### src/rtl/mem_sys_pkg.sv
`default_nettype none
// ============================================================================
// Module      : mem_sys_pkg
// Description : Shared types and address constants for the instruction
//               memory loader / fetch block.
// Revision    : 1.0 - initial release
// ============================================================================
package mem_sys_pkg;

    typedef enum logic [1:0] {
        IDLE  = 2'd0,
        LOAD  = 2'd1,
        READY = 2'd2,
        FETCH = 2'd3
    } state_t;

    localparam logic [31:0] c_BASE_ADDR = 32'h0040_0000;
    localparam int          c_ADDR_STEP = 4;

endpackage
`default_nettype wire

### src/rtl/fetch_pc_counter.sv
`default_nettype none
// ============================================================================
// Module      : fetch_pc_counter
// Description : Fetch program counter with load-to-base, increment, hold and
//               wrap after the last memory word.
// Revision    : 1.0 - initial release
// ============================================================================
module fetch_pc_counter
    import mem_sys_pkg::*;
#(
    parameter int                    DATA_WIDTH   = 32,
    parameter int                    MEMORY_DEPTH = 32,
    parameter logic [DATA_WIDTH-1:0] BASE_ADDR    = c_BASE_ADDR,
    parameter int                    ADDR_STEP    = c_ADDR_STEP
) (
    input  logic                  clk,
    input  logic                  rst_n,
    input  logic                  i_load_base,
    input  logic                  i_advance,
    output logic [DATA_WIDTH-1:0] o_pc
);

    localparam logic [DATA_WIDTH-1:0] c_STEP      = DATA_WIDTH'(ADDR_STEP);
    localparam logic [DATA_WIDTH-1:0] c_LAST_ADDR =
        BASE_ADDR + DATA_WIDTH'((MEMORY_DEPTH - 1) * ADDR_STEP);

    logic [DATA_WIDTH-1:0] r_pc;

    always_ff @(posedge clk) begin
        if (!rst_n || i_load_base) begin
            r_pc <= BASE_ADDR;
        end else if (i_advance) begin
            r_pc <= (r_pc == c_LAST_ADDR) ? BASE_ADDR : r_pc + c_STEP;
        end
    end

    assign o_pc = r_pc;

endmodule
`default_nettype wire

### src/rtl/instr_mem_loader_fetch.sv
`default_nettype none
// ============================================================================
// Module      : instr_mem_loader_fetch
// Description : Loads a program image into instruction memory over a
//               valid/ready stream, then sequences instruction fetches.
//               Define LOAD_CHECKSUM_EN to build the XOR load checksum.
// Revision    : 1.0 - initial release
// ============================================================================
module instr_mem_loader_fetch
    import mem_sys_pkg::*;
#(
    parameter int                    MEMORY_DEPTH = 32,
    parameter int                    DATA_WIDTH   = 32,
    parameter logic [DATA_WIDTH-1:0] BASE_ADDR    = c_BASE_ADDR,
    parameter int                    ADDR_STEP    = c_ADDR_STEP
) (
    input  logic                  clk,
    input  logic                  rst_n,
    input  logic                  load_start_i,
    input  logic                  load_valid_i,
    input  logic                  load_last_i,
    input  logic [DATA_WIDTH-1:0] load_data_i,
    output logic                  load_ready_o,
    output logic                  load_done_o,
    input  logic                  fetch_en_i,
    input  logic                  stall_i,
    output logic                  mem_we_o,
    output logic [DATA_WIDTH-1:0] mem_wdata_o,
    output logic [DATA_WIDTH-1:0] mem_addr_o,
    input  logic [DATA_WIDTH-1:0] mem_rdata_i,
    output logic [DATA_WIDTH-1:0] instr_o,
    output logic                  instr_valid_o,
    output logic [DATA_WIDTH-1:0] pc_o,
    output logic [DATA_WIDTH-1:0] load_csum_o
);

    localparam int c_IDX_W = (MEMORY_DEPTH > 1) ? $clog2(MEMORY_DEPTH) : 1;

    state_t                r_state;
    logic [c_IDX_W-1:0]    r_idx;
    logic                  r_load_ready;
    logic                  r_load_done;
    logic [DATA_WIDTH-1:0] r_instr;
    logic                  r_instr_valid;
    logic [DATA_WIDTH-1:0] r_pc_out;
    logic [DATA_WIDTH-1:0] w_pc;
    logic [DATA_WIDTH-1:0] w_load_addr;
    logic                  w_load_hs;
    logic                  w_last_word;
    logic                  w_fetch_step;

    // A load restart pre-empts any handshake presented in the same cycle.
    assign w_load_hs    = r_load_ready & load_valid_i & ~load_start_i;
    assign w_last_word  = load_last_i | (r_idx == c_IDX_W'(MEMORY_DEPTH - 1));
    assign w_fetch_step = (r_state == FETCH) & fetch_en_i & ~stall_i & ~load_start_i;
    assign w_load_addr  = BASE_ADDR + DATA_WIDTH'(r_idx) * DATA_WIDTH'(ADDR_STEP);

    fetch_pc_counter #(
        .DATA_WIDTH  (DATA_WIDTH),
        .MEMORY_DEPTH(MEMORY_DEPTH),
        .BASE_ADDR   (BASE_ADDR),
        .ADDR_STEP   (ADDR_STEP)
    ) u_pc (
        .clk        (clk),
        .rst_n      (rst_n),
        .i_load_base(load_start_i | (r_state != FETCH)),
        .i_advance  (w_fetch_step),
        .o_pc       (w_pc)
    );

    always_comb begin
        mem_addr_o  = BASE_ADDR;
        mem_wdata_o = '0;
        case (r_state)
            LOAD: begin
                mem_addr_o  = w_load_addr;
                mem_wdata_o = load_data_i;
            end
            FETCH:   mem_addr_o = w_pc;
            default: ;
        endcase
    end

    assign mem_we_o = w_load_hs & rst_n;

    always_ff @(posedge clk) begin
        if (!rst_n) begin
            r_state       <= IDLE;
            r_idx         <= '0;
            r_load_ready  <= 1'b0;
            r_load_done   <= 1'b0;
            r_instr       <= '0;
            r_instr_valid <= 1'b0;
            r_pc_out      <= BASE_ADDR;
        end else if (load_start_i) begin
            r_state       <= LOAD;
            r_idx         <= '0;
            r_load_ready  <= 1'b1;
            r_load_done   <= 1'b0;
            r_instr_valid <= 1'b0;
        end else begin
            case (r_state)
                IDLE: ;
                LOAD: begin
                    if (w_load_hs) begin
                        r_idx <= r_idx + 1'b1;
                        if (w_last_word) begin
                            r_state      <= READY;
                            r_load_ready <= 1'b0;
                            r_load_done  <= 1'b1;
                        end
                    end
                end
                READY: begin
                    if (fetch_en_i) r_state <= FETCH;
                end
                FETCH: begin
                    if (!stall_i) begin
                        if (fetch_en_i) begin
                            r_instr       <= mem_rdata_i;
                            r_pc_out      <= w_pc;
                            r_instr_valid <= 1'b1;
                        end else begin
                            r_instr_valid <= 1'b0;
                        end
                    end
                end
            endcase
        end
    end

`ifdef LOAD_CHECKSUM_EN
    logic [DATA_WIDTH-1:0] r_csum;

    always_ff @(posedge clk) begin
        if (!rst_n || load_start_i) begin
            r_csum <= '0;
        end else if (w_load_hs) begin
            r_csum <= r_csum ^ load_data_i;
        end
    end

    assign load_csum_o = r_csum;
`else
    assign load_csum_o = '0;
`endif

    assign load_ready_o  = r_load_ready;
    assign load_done_o   = r_load_done;
    assign instr_o       = r_instr;
    assign instr_valid_o = r_instr_valid;
    assign pc_o          = r_pc_out;

endmodule
`default_nettype wire

### config.mk
export PLATFORM = sky130hd
export DESIGN_NAME = instr_mem_loader_fetch
export DESIGN_NICKNAME = d
export VERILOG_FILES = /design/src/rtl/mem_sys_pkg.sv /design/src/rtl/fetch_pc_counter.sv /design/src/rtl/instr_mem_loader_fetch.sv
export SDC_FILE = /design/constraint.sdc
export NUM_CORES = 1
export LEC_CHECK = 0
export CAP_MARGIN = 20
export CORE_AREA = 2 2 109 111
export DETAILED_ROUTE_END_ITERATION = 12
export DIE_AREA = 0 0 111 113
export HOLD_SLACK_MARGIN = 0.03
export MAX_ROUTING_LAYER = met4
export PLACE_DENSITY = 0.95
export SETUP_SLACK_MARGIN = 0.05
export SYNTH_ARGS = -nofsm -noshare
export SYNTH_HDL_FRONTEND = slang
export SYNTH_SLANG_ARGS = --single-unit
### constraint.sdc
create_clock -name clk -period 5.21 [get_ports clk]
set_input_delay 0.7815 -clock clk [delete_from_list [all_inputs] [get_ports clk]]
set_output_delay 0.7815 -clock clk [all_outputs]
set_load 0.005 [all_outputs]
==> implementation parameters <==
Parameter                              Value

Yosys
  Most frequently used flop master after synthesis    dfxtp_1
  Average footprint of a synthesized cell    8.00 um^2
  Ys Warns    0
  Proportion of synthesized chip area in sequential cells    about two fifths
  Flop and latch count out of synthesis    between 100 and 150
  Synthesized instance count    between 600 and 700
  Number of enable flip-flop cells after synthesis    0
  Synth unique cells    a little over 40
  Async set-or-reset flop fraction in the synthesized netlist    0%
  Summed instance area of the synthesized netlist    between 4000 and 5000 um^2

Detailed routing
  First drt pass iteration count    5
  Count of nets left with antenna violations after detail routing    0
  Via density    5.10
  Drc violations    0
  Starting DRC count in detailed routing    slightly below 400
  Aggregate routed wire length    13.9 mm
  Wire per inst    between 10 and 15 um
  Vias    about 4.8k

Cells and area
  Most used cells in the layout excluding fill and tap cells    clkdlybuf4s50_1 (197), nand2_1 (142), dfxtp_1 (102), a21boi_0 (62), conb_1 (36)
  # diodes    0
  Multi-input gate area    around 2600 um^2
  # nets final    between 800 and 900
  Syn-to-layout area delta    45.1%
  Total area of sequential cells    about 2000 um^2
  Fraction of final layout cells with drive strength greater than 1    ~3.6%
  Most common cell after layout, fill and taps aside    clkdlybuf4s50_1
  Number of inserted filler cells in the final layout    approximately 980

STA
  Unrepaired setup endpoints after global routing    false
  Final worst path period share    between 60% and 70%
  Hold violation count in the final report    0
  Setup Viol. Count Final    0
  Smallest hold slack    roughly 0.46 ns
  Slew at the pin closest to its max-slew limit    0.954 ns
  Worst setup skew after layout    around 0.013 ns
  Final number of max-transition violations    0
  Summed negative setup slack over all endpoints    0 ns
  Max-slew headroom at the worst pin    between 30% and 40%
  Highest Clock Rate    0.289 GHz
  Worst Setup Slack, final    around 1.8 ns
  Min Tclk post-route    ~3.5 ns

Critical path
  Worst stage delay on the critical path    about 0.95 ns
  Class of the most critical setup path    flip-flop to output pin
  Standard cell with the maximum stage delay on the critical path    dfxtp_1
  CP cell instances    nand2_1 -> nor2_1 -> clkdlybuf4s50_1
  Required time of the worst setup path    between 4 and 5 ns
  Critical R2R Launch    r_state[0]$_SDFFE_PN0P_
  Setup crit start    r_state[0]$_SDFFE_PN0P_
  Category of the worst setup path launch point    flip-flop
  CP max FO    33
  Arrival @ worst endpoint    2.68 ns
  Setup crit end kind    output pin

Die
  Core footprint    roughly 11,000 um^2
  Overall die area    about 13,000 um^2
  # rows    39
  Height of the chip    between 100 and 150 um
  Die X-Extent    roughly 110 um
  Starting density of the core    around 44%
  Number of top-level pins    between 200 and 250

CTS
  Inserted Clock Buffers    9
  Post-CTS Hold Fix Bufs    0
  Bufs on Longest Clock Path    2
  Resized Gates After CTS    0
  Clock tree from TritonCTS    done
  Buffers inserted during post-CTS setup optimization    0
  Clock-pin slew of the registers on the worst-case setup and hold paths    0.07 ns
  Clock sink count    approximately 100
  Max H-tree Level    3
  Clock latency on the worst-skew pair    0.34 ns
  Root Buffer    clkbuf_16

Place
  Sum of net half-perimeters after detailed placement    around 10 mm
  Port-buffer cells    roughly 200
  Final Wtd Congestion    roughly 0.94
  Worst setup slack after placement    ~1.7 ns

Global route
  Total Routing Usage GR    22.1%
  Antenna violations before repair    0
  Aggregate global routing overflow    0
  Largest net degree at the start of global routing    66
  Via count of the first global-routing pass    around 4.5k
  Wire length of the first global-routing pass    ~22 mm

Status
  Result of the run    completed

Power and ir drop
  PD cells    225 nW/um^2
  Design Power    between 1.5 and 2 mW
  Maximum VDD drop    approximately 0.15 mV
  Static Leakage    ~2.4 nW

Hold path
  Worst hold path class    flip-flop to flip-flop
  Startpoint of the worst hold path    instr_o[23]$_SDFFE_PN0P_

Run
  Reported max-cap violation count    0
cell type report:
class,instances,share of cell area [%]
multi-input combinational,474,36.5
sequential,102,28.3
timing repair buffer,204,28.3
clock buffer,11,3.22
tap,143,2.48
clock inverter,5,1.13
inverter,4,0.208
logic make-up (layout without fill, tap and decap cells):
group                      Yosys count  after routing  share of synthesized area [%]
and+or+nand+nor                    306            306                           30.4
other                                1             36                         0.0753
buffers and inverters               82            224                           9.07
AOI/OAI and AO/OA                  110            110                           15.2
DFF                                102            102                           41.0
xor gates and xnor gates            11             11                           1.93
adders and majority gates            3              3                          0.753
muxes                                8              8                           1.61
metrics by stage:
stage          util (%)  cell area, um^2  instances
2_1_floorplan         -             5110        658
3_3_place_gp       61.1             6890        926
3_5_place_dp       61.1             6890        926
4_1_cts            63.9             7200        942
5_1_grt            64.1             7230        943
6_report           64.1             7230        943
worst paths after layout:
kind / endpoint / slack, ns / depth (start not counted)
worst min-delay path: instr_o[23]$_SDFFE_PN0P_ / 0.46 / 2
worst min register to register: instr_o[23]$_SDFFE_PN0P_ / 0.46 / 2
worst max-delay path: mem_addr_o[9] / 1.75 / 3
worst max register to register: u_pc.o_pc[22]$_SDFFE_PP1P_ / 2.04 / 4
worst max-delay path: cells and delay by family, from the launching register on:
family,cells,cell delay (ns)
DFF,1,0.95
and+or+nand+nor,2,0.84
buffers and inverters,1,0.55
registers in the layout, summed over array words and instances (netlist names):
register and flops:
load_done_o 1, instr_valid_o 1, pc_o 30, u_pc.o_pc 30, load_ready_o 1, r_idx 5, instr_o 32, r_state 2
per-layer routing:
metal / global-route usage (%) / up-vias / wire [um]
li1: - / 2395 / -
met1: 28.6 / 2169 / 6060
met2: 36.0 / 221 / 6620
met3: 3.86 / 25 / 1000
met4: 5.83 / 0 / 213
met5: - / - / 0
report_power, final:
group          switching (mW)  internal, mW  leakage [nW]
clock network           0.288         0.422         0.150
logic                  0.0415        0.0855          1.48
registers             0.00536         0.780         0.822
Yosys cell counts (2+ instances only):
library cell,n,area (um^2)
nand2_1,143,537
dfxtp_1,102,2040
a21boi_0,62,465
clkbuf_1,39,146
buf_4,36,270
and2_1,34,213
and3_1,27,169
nor2_1,26,97.6
a21oi_1,20,100
or4_1,15,113
o31ai_1,14,105
nand3_1,11,55.1
nor4_1,10,62.6
nand4_1,9,56.3
mux2i_1,8,80.1
o21ai_0,8,40.0
xnor2_1,7,61.3
nor2b_1,6,37.5
or3_1,6,37.5
inv_1,4,15.0
nor3_1,4,20.0
xor2_1,4,35.0
and4_1,3,26.3
ha_1,3,37.5
nand2b_1,3,18.8
or2_2,3,18.8
nor3b_1,2,15.0
Power figures use the tool's default switching activity.
